--- src/rtl/traffic_phase_scheduler.sv ---
// Timed Red -> Green -> Yellow sequencer feeding the traffic-light control unit.
// Optional macro TRAFFIC_PED_SHORTEN_EN: a pending pedestrian request cuts Green down to MIN_GREEN ticks.
module traffic_phase_scheduler #(
   parameter int CNT_W     = 8,
   parameter int PRESCALE  = 1000,
   parameter int MIN_GREEN = 2
) (
   input  logic             clk,
   input  logic             reset,
   input  logic             enable,
   input  logic [CNT_W-1:0] red_time,
   input  logic [CNT_W-1:0] green_time,
   input  logic [CNT_W-1:0] yellow_time,
   input  logic             ped_req,
   output logic [1:0]       sw_traffic_lights,
   output logic [CNT_W-1:0] phase_remaining,
   output logic             phase_done,
   output logic             ped_walk
);

   localparam logic [1:0]  ST_IDLE   = 2'b00;
   localparam logic [1:0]  ST_RED    = 2'b01;
   localparam logic [1:0]  ST_GREEN  = 2'b10;
   localparam logic [1:0]  ST_YELLOW = 2'b11;
   localparam logic [15:0] PRESC_MAX = 16'(PRESCALE - 1);

   // A zero duration would otherwise stall or wrap the remaining-tick counter.
   function automatic logic [CNT_W-1:0] clamp_dur(input logic [CNT_W-1:0] t);
      return (t == '0) ? CNT_W'(1) : t;
   endfunction

   logic [1:0]       state_q, state_d;
   logic [CNT_W-1:0] rem_q, rem_d;
   logic             done_q, done_d;
   logic             walk_q, walk_d;
   logic             pend_q, pend_d;
   logic [15:0]      presc_q, presc_d;
   logic             tick;
   logic             phase_change;
   logic [1:0]       next_state;
   logic [CNT_W-1:0] next_dur;

`ifdef TRAFFIC_PED_SHORTEN_EN
   localparam logic [CNT_W-1:0] MIN_G = CNT_W'(MIN_GREEN);
   logic             short_q, short_d;
`else
   logic [31:0]      min_green_unused;
   assign min_green_unused = MIN_GREEN;
`endif

   always_comb begin
      tick = (presc_q == PRESC_MAX);
      case (state_q)
         ST_RED: begin
            next_state = ST_GREEN;
            next_dur   = clamp_dur(green_time);
         end
         ST_GREEN: begin
            next_state = ST_YELLOW;
            next_dur   = clamp_dur(yellow_time);
         end
         default: begin
            next_state = ST_RED;
            next_dur   = clamp_dur(red_time);
         end
      endcase
      phase_change = enable && ((state_q == ST_IDLE) || (tick && (rem_q <= CNT_W'(1))));
   end

   always_comb begin
      state_d = state_q;
      rem_d   = rem_q;
      done_d  = 1'b0;
      walk_d  = walk_q;
      presc_d = presc_q;
      // Requests during an active walk are already being served.
      pend_d  = pend_q | (ped_req && !((state_q == ST_RED) && walk_q));
`ifdef TRAFFIC_PED_SHORTEN_EN
      short_d = short_q;
`endif
      if (enable) begin
         presc_d = tick ? 16'd0 : presc_q + 16'd1;
         if (phase_change) begin
            state_d = next_state;
            rem_d   = next_dur;
            presc_d = 16'd0;
            done_d  = 1'b1;
`ifdef TRAFFIC_PED_SHORTEN_EN
            short_d = 1'b0;
`endif
            if (next_state == ST_RED) begin
               walk_d = pend_q | ped_req;
               pend_d = 1'b0;
            end else begin
               walk_d = 1'b0;
            end
         end else begin
            if (tick) begin
               rem_d = rem_q - CNT_W'(1);
            end
`ifdef TRAFFIC_PED_SHORTEN_EN
            // Prescaler keeps running so the current tick is not restarted.
            if ((state_q == ST_GREEN) && pend_q && !short_q && (rem_q > MIN_G)) begin
               rem_d   = MIN_G;
               short_d = 1'b1;
            end
`endif
         end
      end
   end

   always_ff @(posedge clk) begin
      if (reset) begin
         state_q <= ST_IDLE;
         rem_q   <= '0;
         done_q  <= 1'b0;
         walk_q  <= 1'b0;
         pend_q  <= 1'b0;
         presc_q <= 16'd0;
`ifdef TRAFFIC_PED_SHORTEN_EN
         short_q <= 1'b0;
`endif
      end else begin
         state_q <= state_d;
         rem_q   <= rem_d;
         done_q  <= done_d;
         walk_q  <= walk_d;
         pend_q  <= pend_d;
         presc_q <= presc_d;
`ifdef TRAFFIC_PED_SHORTEN_EN
         short_q <= short_d;
`endif
      end
   end

   assign sw_traffic_lights = state_q;
   assign phase_remaining   = rem_q;
   assign phase_done        = done_q;
   assign ped_walk          = walk_q;

endmodule

--- config.mk ---
export PLATFORM = sky130hd
export DESIGN_NAME = traffic_phase_scheduler
export DESIGN_NICKNAME = d
export VERILOG_FILES = /design/src/rtl/traffic_phase_scheduler.sv
export SDC_FILE = /design/constraint.sdc
export NUM_CORES = 1
export LEC_CHECK = 0
export BUFFER_PORTS_ARGS = -buffer_cell sky130_fd_sc_hd__buf_2
export CORE_MARGIN = 3
export CORE_UTILIZATION = 40
export CTS_BUF_LIST = sky130_fd_sc_hd__clkbuf_8 sky130_fd_sc_hd__clkbuf_16
export DETAILED_ROUTE_END_ITERATION = 12
export HOLD_SLACK_MARGIN = 0.12
export SLEW_MARGIN = 30
export SYNTH_ARGS = -nofsm -noshare
export SYNTH_HDL_FRONTEND = slang
export SYNTH_SLANG_ARGS = --single-unit
--- constraint.sdc ---
create_clock -name clk -period 2.5 [get_ports clk]
set_input_delay 0.5 -clock clk [delete_from_list [all_inputs] [get_ports clk]]
set_output_delay 0.5 -clock clk [all_outputs]
set_load 0.01 [all_outputs]
==> impl_metrics.yaml <==
worst_setup_path:
  crit_type: "reg2reg"
  r2r_cells: 6
  regToRegStartpoint: "presc_q[14]$_SDFFE_PP0P_"
  critPathTopFamily: "simple AND/OR/NAND/NOR gates"
  worstSetupStartpointType: "register"
  rr_endpoint: "phase_remaining[1]$_SDFFE_PP0P_"
  required_ps: 2720
  cp_max_fo: 10
  slowest_delay_ps: 500
  slowest_stage: "or4_1"
  worstPathArrival_ps: 2610
  crit_path_end_kind: "register"
  crit_chain: "or4_1 > or4_1 > o41ai_4 > buf_12 > mux2_1 > a21oi_1"
  crit_path_frequent_cell: "or4_1"
  rrSetupSlack_ps: 100
  cp_num_buf_inv: 1
route:
  drt_wl_total_um: 4110
  avgRoutedWirePerCell_um: 13.4
  drc: 0
  drt_pass1_iterations: 4
  ant_nets: 0
  vias: 1642
  vias_per_cell: 5.33
  drt_iter0_drc: 64
finish:
  drive_gt1_frac: 0.221
  syn2layout_area_growth_pct: 24.2
  final_core_util: 0.526
  fillerInstances: 404
  fin_nets: 291
  final_area_um2: 2150
  n_antenna_cell: 0
  stdcell_count: 308
clock_network:
  cts_setup_buffers: 0
  clock_sinks: 29
  clock_latency_ps: 290
  numCtsBuffers: 5
  cts_root_buf: "clkbuf_8"
  htreeDepth: 2
  clock_path_buffers: 2
  cts_resized: 0
  path_clk_slew_ps: 70
  tritoncts: "yes"
  cts_hold_buf: 0
hold_path:
  hold_depth: 2
  min_to: "presc_q[1]$_SDFFE_PP0P_"
  min-delay-start: "presc_q[1]$_SDFFE_PP0P_"
  holdCritPathClass: "reg2reg"
grt:
  antenna_found_initial: 0
  grt_start_max_net_pins: 21
  grt_first_pass_wirelength_um: 6730
  groute.usage.overall: 0.166
  grt_pass1_vias: 1498
  grt-ovfl-total: 0
yosys:
  synth_commonest_cells: "nor2_1 (35), dfxtp_1 (29), a21oi_1 (14)"
  synth_seq_cells: 29
  ys_seq_area_frac: 0.336
  synth_top_cell_by_area: "dfxtp_1"
  syn_area_per_cell_um2: 8.08
  syn_nets: 248
  synthCells: 214
  yosys.area_share.simple: 0.281
  synth_edf_count: 0
  synth_top_area_frac: 0.336
  synth_ff_type: "dfxtp_1"
  synth_area_leaders: "dfxtp_1 (34%), nor2_1 (7.6%), mux2i_1 (5.2%), ha_1 (4.3%), a21oi_1 (4.1%)"
  synth_compound_gate_area_share: 0.160
  synth.most_common_cell: "nor2_1"
  ys_types: 41
  synthMuxAreaShare: 0.0586
  ys_warn_count: 0
  synthAdderAreaFrac: 0.0434
  synth_area_um2: 1730
  synthXorXnorAreaFrac: 0.0709
  synthArstFlopShare: 0
  synth_top_family_by_area: "simple AND/OR/NAND/NOR gates"
timing:
  timing.final.crit_period_ps: 2400
  rsz0062_at_grt: "false"
  post-route-period-util: 0.960
  setup_violations: 0
  timing.hold.ws_ps: 516
  final_max_slew_viol_count: 0
  fin_tns_setup_ps: 0
  worst_pin_slew_ps: 583
  clock_skew_ps: 9.79
  fmax_mhz: 417
  hold_viol_final: 0
  worst_slack_ps: 101
  maxSlewHeadroom: 0.608
floorplanning:
  io_pins: 40
  die_h_um: 71.8
  die_w_um: 71.8
  die_area_um2: 5150
  initial_core_util: 0.423
  coreArea_um2: 4090
  num_rows: 23
placed_design:
  dpl.cell_count: 299
  gp_congestion: 0.796
  placed_cell_area_um2: 2000
  place_hpwl_um: 3140
  port_buffers: 39
  post-place-ws_ps: 72.7
power:
  finalPower_mw: 1.48
  p_per_area_nw_per_um2: 687
  ir_drop_v: 0.000325
  power.leakage_nw: 0.864
run:
  cap_violations: 0
run_status:
  outcome: "finished, final reports clean"
==> metal layers <==
| layer | vias to the layer above | wire length [um] | global-route usage |
|---|---|---|---|
| met2 | 41 | 1680 | 0.231 |
| met4 | 0 | 56 | 0.0564 |
| li1 | 861 | - | - |
| met3 | 5 | 234 | 0.0505 |
| met5 | - | 0 | 0 |
| met1 | 735 | 2150 | 0.242 |
==> worst min-delay path, stage by stage (launching register included) <==
cell	delay [ps]
dfxtp_1	340
nand2_1	80
a21oi_1	50
==> report_power, final <==
group / switching, mW / internal [mW] / total (mW)
clock network: 0.189 / 0.324 / 0.512
logic: 0.231 / 0.196 / 0.426
registers: 0.0406 / 0.497 / 0.537
==> cells by family (layout without fill, tap and decap cells) <==
kind of cell,after synthesis,count (layout)
AND/OR/NAND/NOR,95,95
multiplexers,10,10
buffers and inverters,19,63
XOR/XNOR,14,14
AO/OA/AOI/OAI,41,41
flip-flops,29,29
adder cells (fa/ha/maj),6,6
==> cell usage in the layout (no fill, tap or decap), types with 5 or more instances in the layout <==
cell / n
a21oi_1: 14
xor2_1: 7
or4_1: 6
buf_4: 5
dfxtp_1: 29
clkbuf_8: 6
a22oi_1: 7
mux2i_1: 9
nor4_1: 8
inv_1: 8
ha_1: 6
buf_2: 39
o21ai_1: 6
nand4_1: 7
nor2_1: 35
nor3_1: 7
nand2_1: 12
xnor2_1: 7
==> layout make-up <==
type	instances	area [um2]	area share
clock buffers	6	82.6	0.0384
multi-input cells	166	1070	0.500
repair buffers	46	278	0.129
well taps	50	62.6	0.0291
flip-flops and latches	29	581	0.270
clock inverters	2	37.5	0.0175
inverters	9	33.8	0.0157
==> registers in the layout, summed over array words and instances, names as in the netlist <==
register / flops
presc_q: 16
pend_q: 1
ped_walk: 1
sw_traffic_lights: 2
phase_remaining: 8
phase_done: 1
==> how the worst max path moves through the flow <==
stage                     depth (start not counted)  slack, ps                         endpoint                startpoint
after floorplan                                   6        240  phase_remaining[1]$_SDFFE_PP0P_  presc_q[14]$_SDFFE_PP0P_
after global placement                            6        140  phase_remaining[1]$_SDFFE_PP0P_  presc_q[14]$_SDFFE_PP0P_
after detailed placement                          6         70  phase_remaining[1]$_SDFFE_PP0P_  presc_q[14]$_SDFFE_PP0P_
after CTS                                         6         60  phase_remaining[1]$_SDFFE_PP0P_  presc_q[14]$_SDFFE_PP0P_
after global routing                              6        0.3  phase_remaining[1]$_SDFFE_PP0P_  presc_q[14]$_SDFFE_PP0P_
final                                             6        100  phase_remaining[1]$_SDFFE_PP0P_  presc_q[14]$_SDFFE_PP0P_
Power figures use the tool's default switching activity.
